$ cat config.mk
export PLATFORM = sky130hd
export DESIGN_NAME = fc_sync_sequencer
export DESIGN_NICKNAME = d
export VERILOG_FILES = /design/src/rtl/fc_sync_pkg.sv /design/src/rtl/pps_edge_sync.sv /design/src/rtl/fc_sync_sequencer.sv
export SDC_FILE = /design/constraint.sdc
export NUM_CORES = 1
export LEC_CHECK = 0
export CORE_AREA = 2 2 114 171
export DETAILED_ROUTE_END_ITERATION = 16
export DIE_AREA = 0 0 116 173
export PLACE_DENSITY = 0.7
export SYNTH_ARGS = -nofsm -noshare
export SYNTH_HDL_FRONTEND = slang
export SYNTH_SLANG_ARGS = --single-unit
$ cat constraint.sdc
create_clock -name clk210_p -period 3.9 [get_ports clk210_p]
set_input_delay 1.17 -clock clk210_p [delete_from_list [all_inputs] [get_ports clk210_p]]
set_output_delay 1.17 -clock clk210_p [all_outputs]
set_load 0.05 [all_outputs]
$ cat src/rtl/fc_sync_pkg.sv
`default_nettype none
// ============================================================================
//  Module      : fc_sync_pkg
//  Description : Shared definitions for the FC sync handshake: sequencer
//                state encoding, fail codes and FPGA_FC_sync_reg bit indices.
//                Also used by the timekeeper side of the handshake.
//  Revision    : 1.0 - initial release
// ============================================================================
package fc_sync_pkg;

    typedef enum logic [2:0] {
        ST_IDLE       = 3'd0,
        ST_WAIT_LOCK  = 3'd1,
        ST_WAIT_PPS   = 3'd2,
        ST_LOAD_TIME  = 3'd3,
        ST_WAIT_READY = 3'd4,
        ST_DONE       = 3'd5,
        ST_FAIL       = 3'd6
    } fc_state_t;

    // fail_code values
    localparam logic [1:0] c_fail_none  = 2'd0;
    localparam logic [1:0] c_fail_lock  = 2'd1;
    localparam logic [1:0] c_fail_pps   = 2'd2;
    localparam logic [1:0] c_fail_ready = 2'd3;

    // Bit positions inside FPGA_FC_sync_reg
    localparam int unsigned c_bit_lock_ready  = 0;
    localparam int unsigned c_bit_pps_look    = 1;
    localparam int unsigned c_bit_start_ready = 2;
    localparam int unsigned c_sync_bits       = 3;
    localparam int unsigned c_sync_reg_w      = 16;

endpackage
`default_nettype wire

$ cat src/rtl/pps_edge_sync.sv
`default_nettype none
// ============================================================================
//  Module      : pps_edge_sync
//  Description : Two-flop synchronizer for the asynchronous GPS PPS followed
//                by a registered rising-edge detector. o_pps_rise is a
//                one-cycle pulse, visible 3 clock edges after the input edge.
//  Ports       : clk        - sampling clock
//                rst        - asynchronous active-high reset
//                i_pps      - asynchronous PPS input
//                o_pps_rise - one-cycle rising-edge pulse (clk domain)
//  Revision    : 1.0 - initial release
// ============================================================================
module pps_edge_sync (
    input  logic clk,
    input  logic rst,
    input  logic i_pps,
    output logic o_pps_rise
);

    logic r_meta_q, r_sync_q, r_prev_q, r_rise_q;
    logic w_meta_d, w_sync_d, w_prev_d, w_rise_d;

    always_comb begin
        w_meta_d = i_pps;
        w_sync_d = r_meta_q;
        w_prev_d = r_sync_q;
        w_rise_d = r_sync_q & ~r_prev_q;
    end

    always_ff @(posedge clk or posedge rst) begin
        if (rst) begin
            r_meta_q <= 1'b0;
            r_sync_q <= 1'b0;
            r_prev_q <= 1'b0;
            r_rise_q <= 1'b0;
        end else begin
            r_meta_q <= w_meta_d;
            r_sync_q <= w_sync_d;
            r_prev_q <= w_prev_d;
            r_rise_q <= w_rise_d;
        end
    end

    assign o_pps_rise = r_rise_q;

endmodule
`default_nettype wire

$ cat src/rtl/fc_sync_sequencer.sv
`default_nettype none
// ============================================================================
//  Module      : fc_sync_sequencer
//  Description : Sequences the FPGA / flight-computer time sync handshake:
//                wait for GPS lock, latch GPS time on the next PPS, publish
//                start time = GPS time + TIME_STEP, then wait for the
//                timekeeper ready flag. Each wait state has a timeout.
//  Ports       : clk210_p            - clock
//                reset_p             - asynchronous active-high reset
//                start_p             - start pulse
//                gps_lock_p          - GPS lock status
//                gps_time_p          - GPS time of most recent PPS
//                pps_gps_p           - asynchronous GPS PPS
//                timekeeper_ready_p  - timekeeper ready flag
//                FPGA_FC_sync_reg_p  - [0] lock_ready [1] pps_look
//                                      [2] start_time_ready
//                FC_GPS_start_time_p - start time for the timekeeper
//                busy_p/done_p/fail_p, fail_code_p - status
//  Revision    : 1.0 - initial release
// ============================================================================
module fc_sync_sequencer
    import fc_sync_pkg::*;
#(
    parameter int unsigned TIMEOUT_CYCLES = 315000000,
    parameter logic [63:0] TIME_STEP      = 64'd1000000000
) (
    input  logic        clk210_p,
    input  logic        reset_p,
    input  logic        start_p,
    input  logic        gps_lock_p,
    input  logic [63:0] gps_time_p,
    input  logic        pps_gps_p,
    input  logic        timekeeper_ready_p,
    output logic [15:0] FPGA_FC_sync_reg_p,
    output logic [63:0] FC_GPS_start_time_p,
    output logic        busy_p,
    output logic        done_p,
    output logic        fail_p,
    output logic [1:0]  fail_code_p
);

    localparam int unsigned c_cnt_w = (TIMEOUT_CYCLES > 1) ? $clog2(TIMEOUT_CYCLES) : 1;
    localparam logic [c_cnt_w-1:0] c_cnt_last = c_cnt_w'(TIMEOUT_CYCLES - 1);
    localparam logic [c_cnt_w-1:0] c_cnt_one  = c_cnt_w'(1);

    fc_state_t                r_state_q, w_state_d;
    logic [c_cnt_w-1:0]       r_cnt_q, w_cnt_d;
    logic [c_sync_bits-1:0]   r_sync_q, w_sync_d;
    logic [1:0]               r_fail_code_q, w_fail_code_d;
    logic [63:0]              r_start_time_q, w_start_time_d;
    logic                     w_pps_rise;
    logic                     w_timeout;
    logic                     w_in_wait;

    pps_edge_sync u_pps_edge_sync (
        .clk        (clk210_p),
        .rst        (reset_p),
        .i_pps      (pps_gps_p),
        .o_pps_rise (w_pps_rise)
    );

    assign w_timeout = (r_cnt_q == c_cnt_last);
    assign w_in_wait = (r_state_q == ST_WAIT_LOCK) || (r_state_q == ST_WAIT_PPS) ||
                       (r_state_q == ST_WAIT_READY);

    always_comb begin
        w_state_d      = r_state_q;
        w_sync_d       = r_sync_q;
        w_fail_code_d  = r_fail_code_q;
        w_start_time_d = r_start_time_q;

        // Exit conditions are tested before the timeout so they win a tie.
        case (r_state_q)
            ST_IDLE: begin
                if (start_p) w_state_d = ST_WAIT_LOCK;
            end
            ST_WAIT_LOCK: begin
                if (gps_lock_p) begin
                    w_state_d                   = ST_WAIT_PPS;
                    w_sync_d[c_bit_lock_ready]  = 1'b1;
                    w_sync_d[c_bit_pps_look]    = 1'b1;
                end else if (w_timeout) begin
                    w_state_d     = ST_FAIL;
                    w_sync_d      = '0;
                    w_fail_code_d = c_fail_lock;
                end
            end
            ST_WAIT_PPS: begin
                if (!gps_lock_p) begin
                    w_state_d     = ST_FAIL;
                    w_sync_d      = '0;
                    w_fail_code_d = c_fail_lock;
                end else if (w_pps_rise) begin
                    // The start time is formed on the latch edge so it is
                    // already stable for the whole LOAD_TIME cycle, one cycle
                    // ahead of start_time_ready.
                    w_state_d                = ST_LOAD_TIME;
                    w_start_time_d           = gps_time_p + TIME_STEP;
                    w_sync_d[c_bit_pps_look] = 1'b0;
                end else if (w_timeout) begin
                    w_state_d     = ST_FAIL;
                    w_sync_d      = '0;
                    w_fail_code_d = c_fail_pps;
                end
            end
            ST_LOAD_TIME: begin
                w_state_d                   = ST_WAIT_READY;
                w_sync_d[c_bit_start_ready] = 1'b1;
            end
            ST_WAIT_READY: begin
                if (!gps_lock_p) begin
                    w_state_d     = ST_FAIL;
                    w_sync_d      = '0;
                    w_fail_code_d = c_fail_lock;
                end else if (timekeeper_ready_p) begin
                    w_state_d = ST_DONE;
                end else if (w_timeout) begin
                    w_state_d     = ST_FAIL;
                    w_sync_d      = '0;
                    w_fail_code_d = c_fail_ready;
                end
            end
            ST_DONE, ST_FAIL: begin
                if (start_p) begin
                    w_state_d     = ST_WAIT_LOCK;
                    w_sync_d      = '0;
                    w_fail_code_d = c_fail_none;
                end
            end
            default: begin
                w_state_d     = ST_IDLE;
                w_sync_d      = '0;
                w_fail_code_d = c_fail_none;
            end
        endcase

        // Counter restarts on every state entry.
        if (w_state_d != r_state_q) begin
            w_cnt_d = '0;
        end else if (w_in_wait) begin
            w_cnt_d = r_cnt_q + c_cnt_one;
        end else begin
            w_cnt_d = '0;
        end
    end

    always_ff @(posedge clk210_p or posedge reset_p) begin
        if (reset_p) begin
            r_state_q      <= ST_IDLE;
            r_cnt_q        <= '0;
            r_sync_q       <= '0;
            r_fail_code_q  <= c_fail_none;
            r_start_time_q <= '0;
        end else begin
            r_state_q      <= w_state_d;
            r_cnt_q        <= w_cnt_d;
            r_sync_q       <= w_sync_d;
            r_fail_code_q  <= w_fail_code_d;
            r_start_time_q <= w_start_time_d;
        end
    end

    assign FPGA_FC_sync_reg_p  = {{(c_sync_reg_w - c_sync_bits){1'b0}}, r_sync_q};
    assign FC_GPS_start_time_p = r_start_time_q;
    assign busy_p              = (r_state_q != ST_IDLE) && (r_state_q != ST_DONE) &&
                                 (r_state_q != ST_FAIL);
    assign done_p              = (r_state_q == ST_DONE);
    assign fail_p              = (r_state_q == ST_FAIL);
    assign fail_code_p         = r_fail_code_q;

endmodule
`default_nettype wire

* Word-level counts from Yosys, hierarchy flattened
Cells that the tools add are included.
** Storage, ports and cells
- Bits in writable memories :: 0
- Memories kept :: 0
- Bits in latches :: 0
- Word-level logic and storage cells :: 80
- Bits in registers :: 105
- Output and inout port bits :: 85
- Bits in read-only memories :: 0
** Cells by class
- Reductions and logical operators :: 14
- Eq/ne operators :: 17
- Multiplexer cells :: 32
- Shifts and indexed selects :: 0
- Add/sub/neg operators :: 2
- Multipliers :: 0
- Div/mod/pow operators :: 0
- Bitwise gates (word level) :: 4
- Magnitude comparators :: 0
** Operators by type and width (number)
- 64-bit by 30-bit adder with 64-bit output (second input constant) :: 1
- 29-bit two-way mux :: 2
- 3-bit two-way mux :: 12
- 29-bit by 1-bit adder with 29-bit output (second input constant) :: 1
- 29-bit == test (second input constant) :: 1
- 2-bit two-way mux :: 10
- 2-bit one-hot mux with 5 select lines :: 2
- 3-bit != test (second input constant) :: 6
- 3-bit one-hot mux with 5 select lines :: 1
- 3-bit == test (second input constant) :: 3
- 8-bit AND reduction :: 1
- 3-bit by 2-bit == test with 1-bit output (second input constant) :: 2
- 2-bit != test (second input constant) :: 3
- 1-bit one-hot mux with 6 select lines :: 1
- 3-bit AND reduction :: 2
- 5-bit AND reduction :: 1
- 1-bit two-way mux :: 4
- 4-bit AND reduction :: 1
- 2-bit OR reduction :: 2
- 3-bit by 1-bit == test with 1-bit output (second input constant) :: 1
- 3-bit zero test :: 1
- 3-bit != test :: 1
- 1-bit inverter :: 3
- 3-bit nonzero test :: 1
- other kinds (4) :: 6

* Logic depth before layout (Yosys ltp)
- Depth in word-level cells :: 7
- Depth in mapped cells :: 9

* Hierarchy
Synthesis repeated with hierarchy kept, for this count alone.
** Second synthesis, totals
- Cell total of the unflattened synthesis :: 642
- Area, all modules :: 5898.2 µm²
** By module, submodules not included
- fc_sync_sequencer :: cells each 636, instances 1, area each 5780.5 µm²
- pps_edge_sync :: cells each 6, instances 1, area each 117.6 µm²

* Least setup slack after synthesis
OpenSTA, ideal clock, no wires.
- Path type :: flip-flop to output port
- Start :: register r_state_q[1]
- End :: output done_p
- Stages on the path, launching flop included :: 4
- Data required time :: 2.730 ns
- Path slack :: 0.947 ns
- Buffers on the path :: 2
- Data arrival time :: 1.783 ns
- Cell sequence :: dfrtp_1 -> buf_2 -> clkbuf_1 -> nor3_1
** On the way
- Cells in the longest elaborated chain, start to end :: 1
** Ends and longest elaborated chain
- start, declared :: RTL line fc_sync_sequencer.sv:46 : fc_state_t r_state_q, w_state_d;
- start signal, assigned :: RTL line fc_sync_sequencer.sv:155 : r_state_q <= w_state_d;
- 3-bit == test :: RTL line fc_sync_sequencer.sv:167 : assign done_p = (r_state_q == ST_DONE);
- end, declared :: RTL line fc_sync_sequencer.sv:37 : output logic done_p,
No other way between the ends.

* Worst setup path in the final report
- Start :: register r_state_q[1]
- End :: output busy_p
** On the way
- Cells in the longest elaborated chain, start to end :: 3
- Elaborated cells between the ends (all ways) :: 5
- Those cells by class :: 2 x eq/ne; 3 x reduce/logical
** Ends and longest elaborated chain
- 3-bit != test or 3-bit nonzero test (tied branches) :: RTL line fc_sync_sequencer.sv:165 : assign busy_p = (r_state_q != ST_IDLE) && (r_state_q != ST_DONE) &&
- 1-bit logical AND :: RTL line fc_sync_sequencer.sv:165
- 1-bit logical AND (*) :: RTL line fc_sync_sequencer.sv:165
- end, declared :: RTL line fc_sync_sequencer.sv:36 : output logic busy_p,
Every way passes the cells marked *; elsewhere a longest branch is shown, timed or not.

==> metrics.yaml <==
worst_setup_path:
  slowest_delay_ps: 820
  path_delay_family: "buffers and inverters"
  end_kind: "output pin"
  ff2ff_setup_slack_ps: 1470
  crit_type: "reg -> out"
  critPathLaunchType: "flip-flop"
  required_ps: 2730
  path_max_fanout: 18
  crit_chain: "xor2_1 > a21oi_1 > clkdlybuf4s50_1"
  path_buf_inv: 1
  worst_path_max_delay_cell: "clkdlybuf4s50_1"
  worstPathArrival_ps: 2220
final_layout:
  nFillCells: 1873
  area_growth_pct: 33.1
  final_common_cell: "clkdlybuf4s50_1"
  final-instance-count-excl-fill: 1073
  antennaDiodeCount: 0
  final_area_um2: 8000
  finalNetCount: 888
  drive_gt1_share_pct: 7.67
  mostFrequentLayoutCells: "clkdlybuf4s50_1 (141), nand2_1 (119), dfrtp_1 (105), nor2_1 (66), xor2_1 (41)"
timing:
  worst_pin_slew_ps: 837
  tns_ps: 0
  setup_viol: 0
  setup_slack_ps: 506
  fin_crit_sh_pct: 87.0
  rsz0062_at_grt: "no"
  max_freq_ghz: 0.295
  period_minus_slack_ps: 3390
  max_slew_margin_pct: 43.7
  clock_skew_ps: 9.70
  final_hold_viol_count: 0
  maxSlewViolCount: 0
clock_tree:
  cts_sinks: 105
  ctsResizeCount: 0
  tritoncts: "done"
  clkLatencyLatePin_ps: 350
  holdBufCountCts: 0
  cts_buffers: 9
  cts_root_buf: "clkbuf_16"
  postCtsSetupRepairBufs: 0
  htree_levels: 3
  clkTransAtPathRegs_ps: 80
  clk_path_buf_depth: 2
logic_synthesis:
  synthCells: 679
  ys_ff_latch: 105
  ys_seq_area_share_pct: 43.7
  syn-cell-area_um2: 6010
  avgSynthCellArea_um2: 8.85
  synthFlopType: "dfrtp_1"
  synthArstFlopShare_pct: 100
  synth_enable_flop_cells: 0
  synth_cell_types: 75
  synth_warnings: 0
detailed_routing:
  drtPass1Iterations: 5
  antenna_left: 0
  via_per_inst: 5.00
  drc: 0
  avgRoutedWirePerCell_um: 15.5
  wl_mm: 16.6
  drt_iter0_drc: 209
  vias: 5361
floorplanning:
  rows: 61
  die_w_um: 116
  fp.dieArea_um2: 20100
  coreArea_um2: 18500
  die_h_um: 173
  initial_core_util_pct: 32.5
  ios: 155
global_route:
  grt_pass1_vias: 5210
  grt_max_degree: 41
  grt_first_pass_wirelength_mm: 27.0
  gr-usage-all-layers_pct: 16.9
  antenna_found_initial: 0
  grt_overflow: 0
placed_design:
  place_inst: 1057
  place_area_um2: 7690
  place_ws_ps: 279
  place_hpwl_mm: 12.6
  place.gp.congestion: 0.861
  port_buffers: 141
flow_run:
  maxCapViolCount: 0
outcome:
  status: "complete, no violations"
power_and_ir_drop:
  irDropWorstVdd_v: 0.000414
  powerDensity_nw_per_um2: 677
  p_leak_nw: 3.29
hold_path:
  min_path_type: "reg -> reg"
routing by layer:
metal	wire length, µm	GRT usage [%]	vias up
li1	-	-	2629
met1	6730	20.9	2552
met2	8690	29.5	158
met3	727	2.03	22
met4	471	6.45	0
met5	0	0	-
flip-flops by register name, summed over array words and instances (netlist names):
signal / count
u_pps_edge_sync.r_sync_q: 1
u_pps_edge_sync.r_meta_q: 1
fail_code_p: 2
FC_GPS_start_time_p: 64
u_pps_edge_sync.o_pps_rise: 1
r_state_q: 3
r_sync_q: 3
u_pps_edge_sync.r_prev_q: 1
r_cnt_q: 29
final cells by class:
type                       instances  area, µm²  area share, %
timing repair buffer             160       1590           19.9
multi-input combinational        526       3100           38.8
sequential                       105       2630           32.9
clock buffer                      10        239           2.99
tap                              252        315           3.94
clock inverter                     6       61.3          0.767
inverter                          14       56.3          0.704
final timing paths:
| kind | cells past startpoint | to | startpoint |
|---|---|---|---|
| max in group asynchronous | 3 | FC_GPS_start_time_p[41] | reset_p |
| min in group asynchronous | 2 | fail_code_p[0] | reset_p |
| hold reg to reg | 0 | u_pps_edge_sync.r_sync_q | u_pps_edge_sync.r_meta_q |
| setup reg to reg | 7 | FC_GPS_start_time_p[16] | r_state_q[1] |
| setup / recovery | 3 | busy_p | r_state_q[1] |
| hold / removal | 0 | u_pps_edge_sync.r_sync_q | u_pps_edge_sync.r_meta_q |
stage by stage:
step	power (W)	util, %	hold WS, ps
after floorplan	0.00350	-	331
after global placement	0.00449	41.7	337
after detailed placement	0.00453	41.7	339
after CTS	0.00546	43.3	350
after global routing	0.00569	43.3	357
final	0.00541	43.3	348
synthesized netlist by cell type, drive strengths merged (12+ instances only):
| master | number | area share, % |
|---|---|---|
| nand4 | 17 | 2.1 |
| inv | 14 | 0.87 |
| nor2 | 67 | 4.2 |
| nor3 | 12 | 1.1 |
| dfrtp | 105 | 44 |
| o211ai | 12 | 1.8 |
| buf | 28 | 3.6 |
| nand2 | 121 | 7.6 |
| and3 | 12 | 1.2 |
| nand3 | 35 | 2.9 |
| a21oi | 16 | 1.4 |
| xor2 | 41 | 6.0 |
| clkbuf | 18 | 1.1 |
| xnor2 | 18 | 2.6 |
| o21ai | 58 | 5.0 |
cells by family (layout without fill, tap and decap cells):
family                     after synthesis  after routing  share of synthesized area [%]
xor gates and xnor gates                59             59                           8.60
other                                    1             13                         0.0624
muxes                                    6              6                           1.02
adders and majority gates                2              2                          0.416
buffers and inverters                   60            190                           5.56
and+or+nand+nor                        315            315                           25.8
DFF                                    105            105                           43.7
AOI/OAI and AO/OA                      131            131                           14.8
worst reg2reg max path, cell delays in order (launching register included):
cell,delay (ps)
dfrtp_1,700
inv_2,150
nor2_1,330
nand3_4,400
buf_4,380
buf_4,210
nand2_1,70
o21ai_0,70
power by group:
part | internal, W | total (W) | switching, W
combinational | 0.000909 | 0.00284 | 0.00193
clock | 0.000468 | 0.000916 | 0.000449
sequential | 0.00142 | 0.00166 | 0.000237
total | 0.00280 | 0.00541 | 0.00261
Power figures use the tool's default switching activity.
